==> src/rtl/philo_fork_arbiter_if.sv <==
// Philosopher <-> butler bundle: hunger requests and releases in, fork grants and status out.
interface philo_fork_arbiter_if #(
    parameter int unsigned N  = 8,
    parameter int unsigned PW = $clog2(N)
);
    logic [N-1:0]  req;
    logic [N-1:0]  rel;
    logic [N-1:0]  grant;
    logic [N-1:0]  waiting;
    logic [N-1:0]  timeout;
    logic [PW-1:0] ptr;

    modport master (output req, rel, input grant, waiting, timeout, ptr);
    modport slave  (input req, rel, output grant, waiting, timeout, ptr);
endinterface

==> src/rtl/philo_fork_arbiter.sv <==
// Dining-philosophers fork arbiter: round-robin, neighbour-exclusive EAT grants
// with a per-philosopher eat-time watchdog.
module philo_fork_arbiter #(
    parameter int unsigned N       = 8,
    parameter int unsigned EAT_MAX = 16
) (
    input  logic                 clock,
    input  logic                 reset,
    philo_fork_arbiter_if.slave  bus
);
    localparam int unsigned PW = $clog2(N);
    localparam int unsigned CW = $clog2(EAT_MAX);

    typedef enum logic [1:0] {IDLE, WAIT, EAT} phil_st_e;

    phil_st_e       st [N];
    logic [CW-1:0]  cnt [N];
    logic [N-1:0]   grant_q;
    logic [N-1:0]   waiting_q;
    logic [N-1:0]   timeout_q;
    logic [PW-1:0]  ptr_q;

    logic [N-1:0]   elig;
    logic [N-1:0]   sel;
    logic           found;
    logic [PW-1:0]  first;
    logic [PW-1:0]  idx;
    logic [PW-1:0]  lft;
    logic [PW-1:0]  rgt;
    int unsigned    tmp;
    logic [PW-1:0]  ptr_nxt;

    // grant_q mirrors state==EAT, so it doubles as the "fork in use" vector
    assign elig = bus.req & ~grant_q;

    // Round-robin scan from ptr; a candidate loses to any eating or already-selected neighbour
    always_comb begin
        sel   = '0;
        found = 1'b0;
        first = '0;
        tmp   = 0;
        idx   = '0;
        lft   = '0;
        rgt   = '0;
        for (int unsigned k = 0; k < N; k++) begin
            tmp = int'(ptr_q) + k;
            if (tmp >= N) tmp = tmp - N;
            idx = PW'(tmp);
            lft = (idx == '0) ? PW'(N - 1) : idx - 1'b1;
            rgt = (idx == PW'(N - 1)) ? '0 : idx + 1'b1;
            if (elig[idx] && !grant_q[lft] && !grant_q[rgt] && !sel[lft] && !sel[rgt]) begin
                sel[idx] = 1'b1;
                if (!found) begin
                    found = 1'b1;
                    first = idx;
                end
            end
        end
    end

    assign ptr_nxt = (first == PW'(N - 1)) ? '0 : first + 1'b1;

    always_ff @(posedge clock or posedge reset) begin
        if (reset) begin
            for (int i = 0; i < int'(N); i++) begin
                st[i]  <= IDLE;
                cnt[i] <= '0;
            end
            grant_q   <= '0;
            waiting_q <= '0;
            timeout_q <= '0;
            ptr_q     <= '0;
        end else begin
            timeout_q <= '0;
            if (found) ptr_q <= ptr_nxt;
            for (int i = 0; i < int'(N); i++) begin
                case (st[i])
                    IDLE, WAIT: begin
                        if (sel[i]) begin
                            st[i]        <= EAT;
                            cnt[i]       <= '0;
                            grant_q[i]   <= 1'b1;
                            waiting_q[i] <= 1'b0;
                        end else if (bus.req[i]) begin
                            st[i]        <= WAIT;
                            waiting_q[i] <= 1'b1;
                        end else begin
                            st[i]        <= IDLE;
                            waiting_q[i] <= 1'b0;
                        end
                    end
                    EAT: begin
                        if (bus.rel[i]) begin
                            st[i]      <= IDLE;
                            grant_q[i] <= 1'b0;
                        end else if (cnt[i] == CW'(EAT_MAX - 1)) begin
                            st[i]        <= IDLE;
                            grant_q[i]   <= 1'b0;
                            timeout_q[i] <= 1'b1;
                        end else begin
                            cnt[i] <= cnt[i] + 1'b1;
                        end
                    end
                    default: begin
                        st[i]        <= IDLE;
                        grant_q[i]   <= 1'b0;
                        waiting_q[i] <= 1'b0;
                    end
                endcase
            end
        end
    end

    assign bus.grant   = grant_q;
    assign bus.waiting = waiting_q;
    assign bus.timeout = timeout_q;
    assign bus.ptr     = ptr_q;
endmodule

==> src/flat_wrapper.sv <==
// flat-port wrapper written by rule: the top's interface ports become plain ports
module philo_fork_arbiter_flat 
#(
    parameter int unsigned N       = 8,
    parameter int unsigned EAT_MAX = 16
)
  (clock, reset, bus_req, bus_rel, bus_grant, bus_waiting, bus_timeout, bus_ptr);
  philo_fork_arbiter_if #(.N(N)) bus_i ();
  input  logic clock;
  input  logic reset;
  input wire logic [$bits(bus_i.req)-1:0] bus_req;
  input wire logic [$bits(bus_i.rel)-1:0] bus_rel;
  output wire logic [$bits(bus_i.grant)-1:0] bus_grant;
  output wire logic [$bits(bus_i.waiting)-1:0] bus_waiting;
  output wire logic [$bits(bus_i.timeout)-1:0] bus_timeout;
  output wire logic [$bits(bus_i.ptr)-1:0] bus_ptr;
  assign bus_i.req = bus_req;
  assign bus_i.rel = bus_rel;
  assign bus_grant = bus_i.grant;
  assign bus_waiting = bus_i.waiting;
  assign bus_timeout = bus_i.timeout;
  assign bus_ptr = bus_i.ptr;
  philo_fork_arbiter #(.N(N), .EAT_MAX(EAT_MAX)) u_core (.clock(clock), .reset(reset), .bus(bus_i));
endmodule
==> config.mk <==
export PLATFORM = sky130hd
export DESIGN_NAME = philo_fork_arbiter_flat
export DESIGN_NICKNAME = d
export VERILOG_FILES = /design/src/rtl/philo_fork_arbiter_if.sv /design/src/rtl/philo_fork_arbiter.sv /design/src/flat_wrapper.sv
export SDC_FILE = /design/constraint.sdc
export NUM_CORES = 1
export LEC_CHECK = 0
export ABC_AREA = 1
export CAP_MARGIN = 25
export CORE_UTILIZATION = 40
export DETAILED_ROUTE_END_ITERATION = 10
export PLACE_DENSITY_LB_ADDON = 0.08
export SLEW_MARGIN = 30
export SYNTH_ARGS = -nofsm -noshare
export SYNTH_HDL_FRONTEND = slang
export SYNTH_SLANG_ARGS = --single-unit
export TNS_END_PERCENT = 10
==> constraint.sdc <==
create_clock -name clock -period 21.3 [get_ports clock]
set_input_delay 4.26 -clock clock [delete_from_list [all_inputs] [get_ports clock]]
set_output_delay 4.26 -clock clock [all_outputs]
set_load 0.005 [all_outputs]
Yosys cells after proc, flatten, opt, wreduce, memory -nomap -nowiden
Memory sizes are Yosys's and may differ from the RTL's.
Index checks and enable logic that the tools add are counted.
- bits in read-only memories: 16
- word-level logic and storage cells: 612
- memories kept: 2
- input bits: 18
- output and inout bits: 27
- register bits: 75
- memories (name ; depth ; width ; rd ports ; clocked after Yosys merged registers in ; write ports ; RTL line ; text):
    (name not given) ; 8 ; 1 ; 1 ; 0 ; 0 ; philo_fork_arbiter.sv:51 ; if (elig[idx] && !grant_q[lft] && !grant_q[rgt] && !sel[lft] && !sel[rgt]) begin
    (name not given) ; 8 ; 1 ; 1 ; 0 ; 0 ; philo_fork_arbiter.sv:51 ;
- mux-type cells: 302
- $lt $le $gt $ge: 40
- $add $sub $neg: 40
- reduce and logical (&&, ||, !) cells: 120
- equality and inequality tests: 65
- bitwise operators: 9
- operator list (cell ; count):
    $mux W1 ; 128
    $mux W3 ; 40
    $bmux W1 S3 ; 38
    $lt A3 B4 Y1 const B ; 24
    $mux W4 ; 24
    $mux W8 ; 8
    $pmux W4 S2 ; 8
    $or A8 B8 Y8 ; 7
    $mux W2 ; 24
    $sub A3 B1 Y3 const B ; 16
    $logic_and A1 B1 Y1 ; 40
    $add A4 B1 Y4 const B ; 8
    $eq A4 B4 Y1 const B ; 8
    $logic_not A1 Y1 ; 32
    $ne A2 B2 Y1 const B ; 16
    $pmux W1 S2 ; 16
    $pmux W2 S2 ; 8
    $reduce_and A4 Y1 ; 8
    $ge A4 B4 Y1 const B ; 7
    $add A3 B1 Y3 const B ; 9
    $eq A3 B3 Y1 const B ; 9
    $demux W1 S3 ; 8
    $ge A3 B1 Y1 const B ; 8
    $logic_not A3 Y1 ; 8
    14 further kinds ; 74

Depth between registers and ports, before layout
Gate-level depths: netlist of the first run.
- depth in word-level cells: 56
- depth in mapped cells: 73
- mapped depth without buffers: 69

Least setup slack after synthesis of the first run
Ideal clock, no wire load.
- path type: input to register
- start point: input port bus_req[4]
- end point: register u_core.ptr_q[2] (netlist: u_core.bus.ptr[2])
- data arrival time: 9432 ps
- path buffers: 1
- setup time: 130 ps
- slack: 11738 ps
- stages: 60
- data required time: 21170 ps
- cells stage by stage: inv_2 > nor2_1 > nand2_1 > nand3_1 > nand2_1 > nand2_1 > nand2_2 > nor2_8 > buf_6 > nand3_2 > nand3_1 > nand2_1 > nand3_2 > nand2_4 > nand3_1 > nand3_1 > nand3_2 > nand2_2 > (+24 left out) > nand2_1 > nand2_2 > nor2_8 > nand3_1 > nand2_1 > nand2_1 > nand3_1 > nand2_1 > nand3_2 > nand2_4 > nand2_1 > inv_2 > nand2_1 > o21ai_1 > ha_1 > ha_1 > nand2_1 > o21ai_1
- longest elaborated chain between the ends: 52
- elaborated cells on any way between the ends: 130
- classes of those cells: 1 x add/sub; 1 x eq/ne; 75 x mux; 7 x bitwise; 46 x reduce/logical
- RTL lines (element ; RTL line ; text):
    from (decl) ; flat_wrapper.sv:11 ; input wire logic [$bits(bus_i.req)-1:0] bus_req;
    $and A8 B8 Y8 (*) ; philo_fork_arbiter.sv:34 ; assign elig = bus.req & ~grant_q;
    $bmux W1 S3 ; philo_fork_arbiter.sv:51 ;
    $mux W1 (not written as such) ; philo_fork_arbiter.sv:51 ;
    $logic_and A1 B1 Y1 (4 in series) ; philo_fork_arbiter.sv:51 ;
    $mux W8 ; philo_fork_arbiter.sv:51 ;
    $bmux W1 S3 ; philo_fork_arbiter.sv:51 ;
    $mux W1 (not written as such) ; philo_fork_arbiter.sv:51 ;
    $logic_not A1 Y1 ; philo_fork_arbiter.sv:51 ;
    (+33 left out) ; - ;
    $bmux W1 S3 ; philo_fork_arbiter.sv:51 ;
    $mux W1 (not written as such) ; philo_fork_arbiter.sv:51 ;
    $logic_not A1 Y1 ; philo_fork_arbiter.sv:51 ;
    $logic_and A1 B1 Y1 (2 in series) ; philo_fork_arbiter.sv:51 ;
    $mux W3 (*) ; philo_fork_arbiter.sv:51 ;
    $add A3 B1 Y3 / $eq A3 B3 Y1 (equally long branches) ; philo_fork_arbiter.sv:61 ; assign ptr_nxt = (first == PW'(N - 1)) ? '0 : first + 1'b1;
    $mux W3 (*) ; philo_fork_arbiter.sv:61 ;
    named net u_core.ptr_nxt[2] ; philo_fork_arbiter.sv:31 ; logic [PW-1:0] ptr_nxt;
    to (signal assigned) ; philo_fork_arbiter.sv:75 ; if (found) ptr_q <= ptr_nxt;
    to (decl) ; philo_fork_arbiter.sv:21 ; logic [PW-1:0] ptr_q;
The timed path passes the listed nets; every way through them passes the cells marked *. The select of a mux whose other input is x is not followed.
A chain may end at the register's enable or synchronous reset.

Final worst setup path of the first run
Ends and elaborated chain as after synthesis.

==> results.cfg, run 1 <==
[status]
status = finished clean

[sta]
setup-violations-final = 0
fmax_ghz = 0.0888
tightestPinTransition_ps = 872
rsz0062_at_grt = no
slew_headroom_pct = 41.8
timing.final.max_slew_violations = 0
finClkSkew_ps = 6.79
setup-tns-final_ps = 0
fin_crit_sh_pct = 52.9
min_period_ps = 11260
hold_viol_final = 0

[setup_path]
critPathLaunchType = primary input
r2r-end = u_core.bus.ptr[2]
arrival_ps = 11460
crit_type = in -> reg
slowest_stage = clkdlybuf4s50_1
regToRegStartpoint = u_core.bus.ptr[0]
max_stage_delay_ps = 470
reg2regPathDepth = 64
cpMostUsedCell = nand2_1
cp-end-kind = flop
crit_fanout = 16
reg2reg_slack_ps = 12500
cp.required_ps = 21500

[yosys]
synth_top_area_share_pct = 24.7
synth_seq_area_share_pct = 24.7
synth_ff_type = dfrtp_1
synth_edf_count = 0
yosysTopAreaCell = dfrtp_1
synthTopCellsByCount = nand2_1 (305), nand3_1 (210), inv_1 (151), nor2_1 (92), dfrtp_1 (75)
synth_area_um2 = 7590
netlist_instances = 1190
yosys-top-cells-area = dfrtp_1 (25%), nand2_1 (15%), nand3_1 (14%), inv_1 (7.5%), ha_1 (5.6%)
async_reset_ff_share_pct = 100
synth_nets = 1242
ys_ff_latch = 75
yosys_warnings = 0
yosysMostFrequentCell = nand2_1
ys_types = 45
syn_area_per_cell_um2 = 6.38

[die]
rows = 50
pin_count = 45
chipHeight_um = 140
die-area_um2 = 19500
initial_utilization_pct = 40.7
core_area_um2 = 18600
die_w_um = 140

[global_route]
antenna_found_initial = 0
use_met2_pct = 42.0
grt_pass1_wl_um = 40900
gr-total-overflow = 0
top_usage_layer = met2
grtUsageMet1_pct = 36.8
gr-usage-met3_pct = 3.99
grt_use_total_pct = 26.7
grt_pass1_vias = 7504
grt_max_degree = 76

[clocking]
cts_sinks = 75
cts-htree-levels = 3
cts_tree = built
cts_setup_buffers = 0
cts_buffers = 9
clk_path_buf_depth = 2
holdBufCountCts = 0
clk_latency_ps = 330
cts.clk_slew.worst_paths_ps = 60
clock-root-buffer = clkbuf_16
ctsResizeCount = 0

[cells_and_area]
num-fill-cells = 1942
layout-drive-gt1-share_pct = 9.17
syn_to_final_growth_pct = 12.0
antennaDiodeCount = 0
layout.nets = 1279

[route]
drc = 0
vias = 8324
drt_wl_total_um = 25800
ant_nets = 0
via_per_inst = 5.68
wire_per_inst_um = 17.6
first_iter_violations = 898
first_pass_iters = 5

[hold_path]
hold_end = u_core.bus.waiting[2]
min_from = u_core.bus.waiting[2]
min_path_cells = 2
hold_path_class = reg -> reg

[place]
gp_congestion = 0.991
dp_hpwl_um = 19300
io_buffers = 44

[run]
cap_violations = 0
-- how the worst max path moves through the flow --
stage                           from  cells after the start  slack (ps)           endpoint
after detailed placement  bus_req[4]                     66        9850  u_core.bus.ptr[2]
final                     bus_req[4]                     64       10040  u_core.bus.ptr[2]
after CTS                 bus_req[4]                     66       10190  u_core.bus.ptr[2]
after floorplan           bus_req[4]                     60       11740  u_core.bus.ptr[2]
after global placement    bus_req[4]                     64        9910  u_core.bus.ptr[2]
after global routing      bus_req[4]                     67        9360  u_core.bus.ptr[0]
-- logic make-up after synthesis --
family          count (synthesis)  share of synthesized area [%]
xor+xnor                        4                          0.462
buf+inv                       190                           10.2
simple gates                  752                           48.5
flops                          75                           24.7
mux                             1                          0.148
compound gates                134                           10.4
fa+ha+maj                      34                           5.61
-- metrics by stage --
step / worst slack, ps / std cells / cell area (um^2) / hold WS [ps] / utilization (%)
floorplan: 11740 / 1190 / 7590 / 468 / -
global placement: 9910 / 1449 / 8210 / 475 / 44.1
detailed placement: 9850 / 1450 / 8230 / 471 / 44.1
CTS: 10190 / 1466 / 8500 / 489 / 45.6
global route: 9360 / 1466 / 8500 / 509 / 45.6
finish: 10040 / 1466 / 8500 / 481 / 45.6
-- layer usage --
layer	routed length, um	part of all wire (%)	vias to the layer above
met1	11600	45	3798
met5	0	0	-
li1	-	-	4075
met3	2050	7.9	59
met2	11300	44	392
met4	888	3.4	0
-- state kept, by name, indices dropped and copies added, names as in the netlist --
register            count
u_core.bus.grant        8
u_core.bus.ptr          3
u_core.bus.timeout      8
u_core.bus.waiting      8
u_core.cnt             32
u_core.st              16
-- layout make-up --
| cell class | instances | area, um^2 | area share [%] |
|---|---|---|---|
| tap | 234 | 293 | 3.44 |
| clock inverter | 6 | 41.3 | 0.486 |
| sequential | 75 | 1880 | 22.1 |
| inverter | 167 | 633 | 7.45 |
| clock buffer | 10 | 229 | 2.69 |
| timing repair buffer | 49 | 485 | 5.71 |
| multi-input combinational | 925 | 4940 | 58.1 |
-- cells in the final DEF, fill, tap and decap left out, drive strengths merged, types with 2 or more instances in the layout --
master         instances
ha                    34
nand4                 43
o21a                   2
xor2                   4
o211ai                 7
a221oi                 2
nand2                345
clkdlybuf4s50         44
nor3                  19
clkinv                 3
a2111oi                3
a31oi                  4
a211oi                 4
a21oi                 34
clkinvlp               3
clkbuf                10
o21ai                 69
nor2                  95
buf                    4
nor4                   8
or4                    7
o2111ai                5
dfrtp                 75
nand3                234
inv                  167
-- critical path: cells and delay by family --
kind / cells / cell delay (ps)
AO/OA/AOI/OAI: 2 / 130
AND/OR/NAND/NOR: 54 / 5650
buffers and inverters: 6 / 880
adder cells (fa/ha/maj): 2 / 530
Power of run 1 is not shown: default switching activity piles up to over one toggle a cycle in this logic, so the estimate is an artifact.
==> run 2: changes to the inputs <==
Clock period 21.3 ns to 10.6 ns, I/O delays scaled along.
==> results.cfg, run 2 (synthesized netlist as in run 1, its figures left out) <==
[cells_and_area]
layout-drive-gt1-share_pct = 9.32
layout.nets = 1282
largest_registers = u_core.cnt x32, u_core.st x16
final_common_cell = nand2_1
final_cell_mix = nand2_1 (305), nand3_1 (210), inv_1 (150)
syn_to_final_growth_pct = 12.8
largest_register_ff_count = 32
antennaDiodeCount = 0
regMostFlops = u_core.cnt

[sta]
hold_viol_final = 0
min_period_ps = 9020
finClkSkew_ps = 9.62
fmax_ghz = 0.111
timing.final.max_slew_violations = 0
slew_headroom_pct = 43.0
setup-violations-final = 0
tightestPinTransition_ps = 833
fin_crit_sh_pct = 85.1
setup-tns-final_ps = 0
rsz0062_at_grt = no

[place]
io_buffers = 44
gp_congestion = 0.955
dp_hpwl_um = 20100

[global_route]
grt_pass1_vias = 7545
antenna_found_initial = 0
gr-total-overflow = 0
grt_pass1_wl_um = 41400
grt_max_degree = 56
grt_use_total_pct = 27.4

[die]
chipHeight_um = 140
initial_utilization_pct = 40.7
die-area_um2 = 19500
pin_count = 45
die_w_um = 140
rows = 50
core_area_um2 = 18600

[setup_path]
slowest_stage = clkdlybuf4s50_1
critPathLaunchType = primary input
r2r-end = u_core.bus.ptr[2]
crit_type = in -> reg
cp.required_ps = 10820
max_stage_delay_ps = 470
setup.worst_path.end = u_core.bus.ptr[2]
regToRegStartpoint = u_core.bus.ptr[0]
startpoint = bus_req[4]
crit_fanout = 16
arrival_ps = 9240
cp-end-kind = flop
reg2regPathDepth = 66
reg2reg_slack_ps = 2130
cpMostUsedCell = nand2_1

[route]
drc = 0
wire_per_inst_um = 17.9
first_iter_violations = 893
drt_wl_total_um = 26200
via_per_inst = 5.67
ant_nets = 0
vias = 8323
first_pass_iters = 6

[clocking]
cts_setup_buffers = 0
cts_buffers = 9
clock-root-buffer = clkbuf_16
cts_sinks = 75
holdBufCountCts = 0
cts_tree = built
ctsResizeCount = 0
clk_path_buf_depth = 2
clk_latency_ps = 350
cts-htree-levels = 3
cts.clk_slew.worst_paths_ps = 60

[status]
status = finished clean

[run]
cap_violations = 0

[hold_path]
hold_path_class = reg -> reg
==> run 2: cell types whose count changed in the layout (fill, tap and decap cells not counted) <==
cell and change:
buf_16 +1, buf_4 +4, buf_6 -1, bufinv_16 +1
clkbuf_8 +1, clkdlybuf4s15_2 -1, clkinv_2 -1, clkinvlp_4 -2
==> run 2: worst min path at each step <==
stage,from,to,slack [ps],depth (start not counted)
after floorplan,u_core.cnt[5],u_core.cnt[5],470,2
after global placement,u_core.bus.waiting[1],u_core.bus.waiting[1],470,2
after detailed placement,u_core.bus.waiting[7],u_core.bus.waiting[7],470,2
after CTS,u_core.bus.waiting[7],u_core.bus.waiting[7],490,2
after global routing,u_core.bus.waiting[1],u_core.bus.waiting[1],500,2
final,u_core.bus.waiting[7],u_core.bus.waiting[7],480,2
==> run 2: critical path, delay by kind of cell <==
family	cells	cell delay, ps
and+or+nand+nor	54	5570
buffers and inverters	6	890
AOI/OAI and AO/OA	2	130
adders and majority gates	2	510
==> run 2: layout make-up <==
cell class                 count  area [um^2]
clock buffer                  11          243
clock inverter                 4         51.3
fill                        1964        10100
inverter                     167          633
multi-input combinational    925         4940
sequential                    75         1880
tap                          234          293
timing repair buffer          52          520
==> run 2: layer usage <==
metal	vias to the layer above	routed length, um	global-route usage (%)
met5	-	0	0
met4	0	1010	11.8
met3	60	2310	5.23
met2	357	11100	41.3
met1	3839	11800	38.1
li1	4067	-	-
==> run 2: stage by stage <==
| stage | setup slack [ps] | area [um^2] | utilization [%] | instances | hold WS [ps] |
|---|---|---|---|---|---|
| 2_1_floorplan | 3180 | 7590 | - | 1190 | 468 |
| 3_3_place_gp | 1350 | 8240 | 44.2 | 1452 | 473 |
| 3_5_place_dp | 1430 | 8260 | 44.3 | 1453 | 471 |
| 4_1_cts | 1780 | 8560 | 45.9 | 1468 | 489 |
| 5_1_grt | 902 | 8560 | 45.9 | 1468 | 505 |
| 6_report | 1580 | 8560 | 45.9 | 1468 | 484 |
Power of run 2 is left out for the same reason.
